### src/rtl/execute_stage.sv
`default_nettype none
// ============================================================================
// Module   : execute_stage
// Brief    : Operand forwarding, 16-bit ALU, CCR, branch resolution and the
//            interrupt PC-push sequencer, with a registered E/M output stage.
// Revision : 1.0
// ============================================================================
module execute_stage #(
    parameter int              DATA_W     = 16,
    parameter int              PC_W       = 32,
    parameter logic [PC_W-1:0] INT_VECTOR = 32'h0000_0000
) (
    input  logic              clk,
    input  logic              rst_n,
    input  logic [13:0]       ctrl_in,
    input  logic [DATA_W-1:0] rdata1_in,
    input  logic [DATA_W-1:0] rdata2_in,
    input  logic [DATA_W-1:0] imm_in,
    input  logic [2:0]        wadd1_in,
    input  logic [2:0]        wadd2_in,
    input  logic [3:0]        func_in,
    input  logic [PC_W-1:0]   pc_in,
    input  logic              int_in,
    input  logic [2:0]        rsrc1_in,
    input  logic [2:0]        rsrc2_in,
    input  logic              fwd_em_we,
    input  logic              fwd_mw_we,
    input  logic [2:0]        fwd_em_addr,
    input  logic [2:0]        fwd_mw_addr,
    input  logic [DATA_W-1:0] fwd_em_data,
    input  logic [DATA_W-1:0] fwd_mw_data,
    input  logic              stall,
    input  logic              flush,
    output logic [13:0]       ctrl_out,
    output logic [DATA_W-1:0] result_out,
    output logic [DATA_W-1:0] store_out,
    output logic [2:0]        wadd1_out,
    output logic [2:0]        wadd2_out,
    output logic [PC_W-1:0]   pc_out,
    output logic [2:0]        ccr_out,
    output logic              br_taken,
    output logic [PC_W-1:0]   br_target,
    output logic              int_busy
);

    typedef enum logic [1:0] {
        S_IDLE    = 2'd0,
        S_PUSH_HI = 2'd1,
        S_PUSH_LO = 2'd2
    } state_t;

    localparam int          C_ALUSRC    = 1;
    localparam int          C_BRANCH    = 9;
    localparam int          C_SETC      = 11;
    localparam int          C_CLRC      = 12;
    localparam int          C_RTI       = 13;
    localparam logic [13:0] C_PUSH_WORD = 14'h0020;

    state_t            state_q, state_d;
    logic [13:0]       ctrl_q, ctrl_d;
    logic [DATA_W-1:0] result_q, result_d, store_q, store_d;
    logic [2:0]        wadd1_q, wadd1_d, wadd2_q, wadd2_d;
    logic [PC_W-1:0]   pc_q, pc_d, ipc_q, ipc_d, tgt_q, tgt_d;
    logic              brt_q, brt_d;
    logic [2:0]        ccr_q, ccr_d, shadow_q, shadow_d;

    logic [DATA_W-1:0] op_a, op_b_reg, op_b, alu_res, pc_inc;
    logic [DATA_W:0]   ext;
    logic [3:0]        shamt;
    logic              carry_wr, carry_val, zn_wr;
    logic              is_branch, is_call, cond, taken, advance;
    logic [2:0]        ccr_new;

    // EM stage is younger than MW, so its result wins on a double match
    assign op_a = (fwd_em_we && fwd_em_addr == rsrc1_in) ? fwd_em_data :
                  (fwd_mw_we && fwd_mw_addr == rsrc1_in) ? fwd_mw_data : rdata1_in;
    assign op_b_reg = (fwd_em_we && fwd_em_addr == rsrc2_in) ? fwd_em_data :
                      (fwd_mw_we && fwd_mw_addr == rsrc2_in) ? fwd_mw_data : rdata2_in;
    assign op_b      = ctrl_in[C_ALUSRC] ? imm_in : op_b_reg;
    assign shamt     = op_b[3:0];
    assign pc_inc    = pc_in[DATA_W-1:0] + {{(DATA_W-1){1'b0}}, 1'b1};
    assign zn_wr     = (func_in >= 4'd1) && (func_in <= 4'd10);
    assign is_branch = ctrl_in[C_BRANCH] && (func_in >= 4'd11);
    assign is_call   = is_branch && (func_in == 4'd15);
    assign taken     = is_branch && cond;
    assign advance   = flush || !stall;

    always_comb begin
        alu_res   = op_a;
        ext       = '0;
        carry_wr  = 1'b0;
        carry_val = 1'b0;
        case (func_in)
            4'd1: alu_res = ~op_a;
            4'd2: begin
                ext       = {1'b0, op_a} + {{DATA_W{1'b0}}, 1'b1};
                alu_res   = ext[DATA_W-1:0];
                carry_wr  = 1'b1;
                carry_val = ext[DATA_W];
            end
            4'd3: begin
                ext       = {1'b0, op_a} - {{DATA_W{1'b0}}, 1'b1};
                alu_res   = ext[DATA_W-1:0];
                carry_wr  = 1'b1;
                carry_val = ext[DATA_W];
            end
            4'd4: begin
                ext       = {1'b0, op_a} + {1'b0, op_b};
                alu_res   = ext[DATA_W-1:0];
                carry_wr  = 1'b1;
                carry_val = ext[DATA_W];
            end
            4'd5: begin
                ext       = {1'b0, op_a} - {1'b0, op_b};
                alu_res   = ext[DATA_W-1:0];
                carry_wr  = 1'b1;
                carry_val = ext[DATA_W];
            end
            4'd6: alu_res = op_a & op_b;
            4'd7: alu_res = op_a | op_b;
            // Extra guard bit catches the last bit shifted out on either side
            4'd8: begin
                ext       = {1'b0, op_a} << shamt;
                alu_res   = ext[DATA_W-1:0];
                carry_wr  = |shamt;
                carry_val = ext[DATA_W];
            end
            4'd9: begin
                ext       = {op_a, 1'b0} >> shamt;
                alu_res   = ext[DATA_W:1];
                carry_wr  = |shamt;
                carry_val = ext[0];
            end
            4'd10:   alu_res = op_b;
            default: alu_res = op_a;
        endcase
    end

    always_comb begin
        case (func_in)
            4'd11:   cond = ccr_q[0];
            4'd12:   cond = ccr_q[1];
            4'd13:   cond = ccr_q[2];
            default: cond = 1'b1;
        endcase
    end

    always_comb begin
        ccr_new = ccr_q;
        if (carry_wr) ccr_new[2] = carry_val;
        if (zn_wr) begin
            ccr_new[0] = ~|alu_res;
            ccr_new[1] = alu_res[DATA_W-1];
        end
        if (ctrl_in[C_SETC]) ccr_new[2] = 1'b1;
        if (ctrl_in[C_CLRC]) ccr_new[2] = 1'b0;
        if (taken) begin
            case (func_in)
                4'd11:   ccr_new[0] = 1'b0;
                4'd12:   ccr_new[1] = 1'b0;
                4'd13:   ccr_new[2] = 1'b0;
                default: ccr_new    = ccr_new;
            endcase
        end
        if (ctrl_in[C_RTI]) ccr_new = shadow_q;
    end

    always_comb begin
        state_d  = state_q;
        ctrl_d   = ctrl_q;
        result_d = result_q;
        store_d  = store_q;
        wadd1_d  = wadd1_q;
        wadd2_d  = wadd2_q;
        pc_d     = pc_q;
        ipc_d    = ipc_q;
        tgt_d    = tgt_q;
        brt_d    = brt_q;
        ccr_d    = ccr_q;
        shadow_d = shadow_q;
        if (advance) begin
            case (state_q)
                S_IDLE: begin
                    ctrl_d   = flush ? '0 : ctrl_in;
                    result_d = is_call ? pc_inc : alu_res;
                    store_d  = op_b_reg;
                    wadd1_d  = wadd1_in;
                    wadd2_d  = wadd2_in;
                    pc_d     = pc_in;
                    brt_d    = taken && !flush;
                    tgt_d    = {{(PC_W-DATA_W){1'b0}}, op_a};
                    if (!flush) begin
                        ccr_d = ccr_new;
                        // Shadow holds the flags as left by the interrupted instruction
                        if (int_in) begin
                            state_d  = S_PUSH_HI;
                            shadow_d = ccr_new;
                            ipc_d    = pc_in;
                        end
                    end
                end
                S_PUSH_HI: begin
                    ctrl_d   = C_PUSH_WORD;
                    result_d = ipc_q[PC_W-1 -: DATA_W];
                    store_d  = ipc_q[PC_W-1 -: DATA_W];
                    wadd1_d  = '0;
                    wadd2_d  = '0;
                    pc_d     = ipc_q;
                    brt_d    = 1'b0;
                    state_d  = S_PUSH_LO;
                end
                default: begin
                    ctrl_d   = C_PUSH_WORD;
                    result_d = ipc_q[DATA_W-1:0];
                    store_d  = ipc_q[DATA_W-1:0];
                    wadd1_d  = '0;
                    wadd2_d  = '0;
                    pc_d     = ipc_q;
                    brt_d    = 1'b1;
                    tgt_d    = INT_VECTOR;
                    state_d  = S_IDLE;
                end
            endcase
        end
    end

    always_ff @(posedge clk or negedge rst_n) begin
        if (!rst_n) begin
            state_q  <= S_IDLE;
            ctrl_q   <= '0;
            result_q <= '0;
            store_q  <= '0;
            wadd1_q  <= '0;
            wadd2_q  <= '0;
            pc_q     <= '0;
            ipc_q    <= '0;
            tgt_q    <= '0;
            brt_q    <= 1'b0;
            ccr_q    <= '0;
            shadow_q <= '0;
        end else begin
            state_q  <= state_d;
            ctrl_q   <= ctrl_d;
            result_q <= result_d;
            store_q  <= store_d;
            wadd1_q  <= wadd1_d;
            wadd2_q  <= wadd2_d;
            pc_q     <= pc_d;
            ipc_q    <= ipc_d;
            tgt_q    <= tgt_d;
            brt_q    <= brt_d;
            ccr_q    <= ccr_d;
            shadow_q <= shadow_d;
        end
    end

    assign ctrl_out   = ctrl_q;
    assign result_out = result_q;
    assign store_out  = store_q;
    assign wadd1_out  = wadd1_q;
    assign wadd2_out  = wadd2_q;
    assign pc_out     = pc_q;
    assign ccr_out    = ccr_q;
    assign br_taken   = brt_q;
    assign br_target  = tgt_q;
    assign int_busy   = (state_q != S_IDLE);

endmodule
`default_nettype wire

### config.mk
export PLATFORM = sky130hd
export DESIGN_NAME = execute_stage
export DESIGN_NICKNAME = d
export VERILOG_FILES = /design/src/rtl/execute_stage.sv
export SDC_FILE = /design/constraint.sdc
export NUM_CORES = 1
export LEC_CHECK = 0
export CAP_MARGIN = 0
export CORE_MARGIN = 1.5
export CORE_UTILIZATION = 30
export DETAILED_ROUTE_END_ITERATION = 16
export SYNTH_ARGS = -nofsm -noshare
export SYNTH_HDL_FRONTEND = slang
export SYNTH_SLANG_ARGS = --single-unit
### constraint.sdc
create_clock -name clk -period 2.2 [get_ports clk]
set_input_delay 0.55 -clock clk [delete_from_list [all_inputs] [get_ports clk]]
set_output_delay 0.55 -clock clk [all_outputs]
set_load 0.01 [all_outputs]
==> metrics.md <==
| Metric | Value |
|---|---|
| Status | `finished with violations` |
| Failing checks | `negative setup slack` |
| Peak Freq | `~210 MHz` |
| CTS tree | `done` |
| Final hold viol count | `0` |
| Worst slew margin | `41.8%` |
| H-tree depth | `4` |
| Root Buffer | `clkbuf_16` |
| Critical path type | `in2reg` |
| Post-CTS Hold Buffers | `0` |
| Die H | `214 um` |
| Ranking of synthesized cells by area | `dfrtp_1 26%, nand2_1 6.0%, nor2_1 5.5%, mux2i_1 5.2%, ha_1 4.9%` |
| Drt drc | `0` |
| Crit path max-delay family | `simple AND/OR/NAND/NOR gates` |
| Port Buf Inserts | `259` |
| Area grow syn2layout | `77.0%` |
| Clock latency at the later pin of the worst-skew pair | `0.43 ns` |
| Worst Tran Pin Value | `approximately 0.87 ns` |
| Total Routing Usage GR | `approximately a third` |
| Ratio of cells with drive above 1 in the final layout | `38.9%` |
| Setup Skew | `about 0.0096 ns` |
| DR WL/cell | `roughly 25 um` |
| Initial antenna violation count | `1` |
| Clock sinks | `141` |
| Area leader, netlist | `dfrtp_1` |
| Total congestion overflow | `0` |
| Largest net degree at the start of global routing | `49` |
| Cell count after synthesis | `about 1,700` |
| Total leakage power | `10.4 nW` |
| Clock power share | `19.7%` |
| Reg clk slew, reported paths | `roughly 0.06 ns` |
| Critical path buffers and inverters | `4` |
| Worst Path Required | `2.55 ns` |
| Ant. Diodes | `0` |
| CORE AREA | `44,100 um^2` |
| Critical path arrival | `5.14 ns` |
| Total iterations of the first detailed-routing run | `6` |
| Area share of the leading cell type in the synthesized netlist | `a little over a quarter` |
| Remaining antenna violation count after routing | `0` |
| Worst Setup End Kind | `register` |
| Crit-path cells | `buf_8, xor2_2, or4_4, mux2_4, mux2i_4, o21ai_4, inv_1, ha_1, nor2b_1, o21ai_0, a21boi_1, a2111oi_4, buf_4, o221a_4, o221ai_2, or4_4, o32ai_4, nand3_2, nor4_4, buf_4, nand4_1, a31oi_1` |
| Vias | `17,412` |
| Cell Area, Synth | `between 10,000 and 15,000 um^2` |
| Yosys warns | `0` |
| I/O pin total | `approximately 280` |
| Via density | `approximately 5.6` |
| Nets | `approximately 2,700` |
| Die ar. | `45,900 um^2` |
| First-pass GRT wire length | `111 mm` |
| Top FF cell, synth | `dfrtp_1` |
| Pwr per Cell Area | `591 nW/um^2` |
| Die width | `about 210 um` |
| Number of synthesized register bits | `141` |
| Max VDD drop | `around 0.44 mV` |
| CP max FO | `6` |
| Number of core rows | `77` |
| Endpoints failing setup | `32` |
| Initial core utilization | `30.4%` |
| Part of the power in registers | `24.6%` |
| Layout Utilization | `53.8%` |
| Post-Route WL | `76.7 mm` |
| Final estimated routing congestion in global placement | `0.996` |
| Dpl ws | `-4.04 ns` |
| Crit start category | `primary input` |
| Slew Limit Fails | `0` |
| Final worst slack | `-2.59 ns` |
| Cts bufs inserted | `17` |
| Syn avg cell area | `7.83 um^2` |
| Share of synthesized registers carrying an async set or reset | `100%` |
| Seq. cell area | `3530 um^2` |
| Max-cap check violation count | `0` |
| Combinational Power Share | `between 50% and 60%` |
| RSZ-0062 raised after global routing | `yes` |
| Critical-path top delay cell | `or4_4` |
| Filler cell count | `approximately 4,200` |
| Worst Hold Class | `in2async` |
| Switching power total | `roughly 0.0055 W` |
| Cell variety after synth | `102` |
| P_int | `0.00856 W` |
| DR iter-0 viols | `~1,700` |
| Vias in the first global route | `roughly 17,000` |
| Final Cycle Share | `218%` |
| Period minus WS final | `4.79 ns` |
| CTS max path bufs | `2` |
| EDFF count, synth | `0` |
| Sequential-to-total area share from yosys stat | `26.3%` |
| Post-DP HPWL | `60.4 mm` |
| Multi-input logic area | `10,600 um^2` |
| Sw Ratio | `39.0%` |
| CP peak stage delay | `roughly 0.62 ns` |
[cell type report]
type	instances	share of cell area, %
tap	592	3.12
clock buffer	21	1.98
sequential	141	14.9
timing repair buffer	897	34.0
inverter	57	0.976
clock inverter	10	0.385
multi-input combinational	1391	44.6
[power groups by stage]
stage,logic (W),registers (W),clock network (W)
2_1_floorplan,0.00280,0.00352,0
3_3_place_gp,0.00648,0.00347,0
3_5_place_dp,0.00649,0.00348,0
4_1_cts,0.00715,0.00344,0.00280
5_1_grt,0.00820,0.00351,0.00291
6_report,0.00781,0.00345,0.00276
[synth_stat cells (36+ instances only)]
cell type    n
a21oi_1     90
a31oi_1     50
clkbuf_1    91
dfrtp_1    141
ha_1        53
inv_1       49
mux2_2      43
mux2i_1     70
nand2_1    215
nand3_1     41
nor2_1     196
o21ai_0    110
xnor2_1     36
[layout by cell type, fill, tap and decap left out, types with 9 or more instances in the layout]
| master | count |
|---|---|
| a211oi_1 | 10 |
| a211oi_2 | 17 |
| a21o_1 | 11 |
| a21oi_1 | 57 |
| a21oi_2 | 26 |
| a221oi_2 | 9 |
| a22o_1 | 31 |
| a22oi_1 | 9 |
| a31oi_1 | 48 |
| and3_1 | 13 |
| buf_12 | 22 |
| buf_4 | 529 |
| buf_6 | 82 |
| buf_8 | 9 |
| clkbuf_16 | 19 |
| clkdlybuf4s50_1 | 241 |
| conb_1 | 16 |
| dfrtp_1 | 141 |
| ha_1 | 41 |
| inv_1 | 41 |
| mux2_2 | 43 |
| mux2i_1 | 60 |
| mux2i_2 | 9 |
| nand2_1 | 209 |
| nand2b_1 | 11 |
| nand3_1 | 38 |
| nand4_1 | 23 |
| nor2_1 | 180 |
| nor2_2 | 9 |
| nor2b_1 | 13 |
| nor3_1 | 25 |
| nor4_1 | 9 |
| o211ai_1 | 25 |
| o21a_1 | 10 |
| o21ai_0 | 74 |
| o21ai_1 | 22 |
| o21ai_2 | 12 |
| o22a_1 | 21 |
| o22ai_1 | 17 |
| xnor2_1 | 27 |
[timing repair]
action / 4_1_cts / 5_1_grt
pin swaps: 57 / 107
gates cloned: 2 / 2
setup buffers: 70 / 56
resized for setup: 260 / 201
hold endpoints to repair: 0 / 0
setup endpoints to repair: 54 / 40
[final timing paths]
kind	endpoint	startpoint	slack [ns]	depth (start not counted)
setup / recovery	ccr_out[0]$_DFFE_PN0P_	rsrc2_in[0]	-2.59	22
hold / removal	ctrl_out[2]$_DFFE_PN0N_	rst_n	0.06	1
setup reg to reg	store_out[8]$_DFFE_PN0N_	state_q[1]$_DFFE_PN0P_	0.30	6
hold reg to reg	br_target[7]$_DFFE_PN0P_	br_target[7]$_DFFE_PN0P_	0.48	2
max in group asynchronous	result_out[1]$_DFFE_PN0N_	rst_n	1.52	2
min in group clk	br_target[7]$_DFFE_PN0P_	br_target[7]$_DFFE_PN0P_	0.48	2
[state kept, by name, summed over array words and instances, names as in the netlist, 2 cells and up]
signal      flops
br_target      16
ccr_out         3
ctrl_out       14
ipc_q          32
pc_out         32
result_out     16
shadow_q        3
state_q         2
store_out      16
wadd1_out       3
wadd2_out       3
[cell families after synthesis]
| family | count (synthesis) | share of synthesized area, % |
|---|---|---|
| flip-flops | 141 | 26.3 |
| adder cells (fa/ha/maj) | 55 | 5.17 |
| multiplexers | 120 | 9.87 |
| AO/OA/AOI/OAI | 541 | 28.3 |
| other | 1 | 0.0280 |
| XOR/XNOR | 51 | 3.45 |
| AND/OR/NAND/NOR | 608 | 20.4 |
| buffers and inverters | 195 | 6.43 |
[worst reg2reg max path, cell delays in order, from the launching register on]
cell and delay (ns):
dfrtp_1 0.40, nor2_4 0.13, buf_4 0.36, nand2_1 0.25, buf_12 0.22, nor3_1 0.30
o22a_1 0.18
[per-layer routing]
| metal | global-route usage [%] | vias to the layer above | part of all wire [%] |
|---|---|---|---|
| met5 | 0 | - | 0.016 |
| met4 | 11.8 | 2 | 3.9 |
| met3 | 7.80 | 158 | 9.0 |
| met2 | 49.9 | 828 | 45 |
| met1 | 42.6 | 8539 | 43 |
| li1 | - | 7885 | - |
[metrics by stage]
step / std cells / power (W) / hold WS (ns) / TNS, ns / instance area, um^2
2_1_floorplan: 1727 / 0.00632 / 0.254 / -46.95 / 13800
3_3_place_gp: 2975 / 0.00995 / 0.467 / -99.71 / 20600
3_5_place_dp: 2975 / 0.00997 / 0.472 / -102.27 / 20600
4_1_cts: 3064 / 0.0134 / 0.0663 / -51.89 / 22500
5_1_grt: 3109 / 0.0146 / 0.0773 / -53.96 / 23700
6_report: 3109 / 0.0140 / 0.0580 / -50.70 / 23700
No activity file was read; power rests on OpenSTA's default activity.
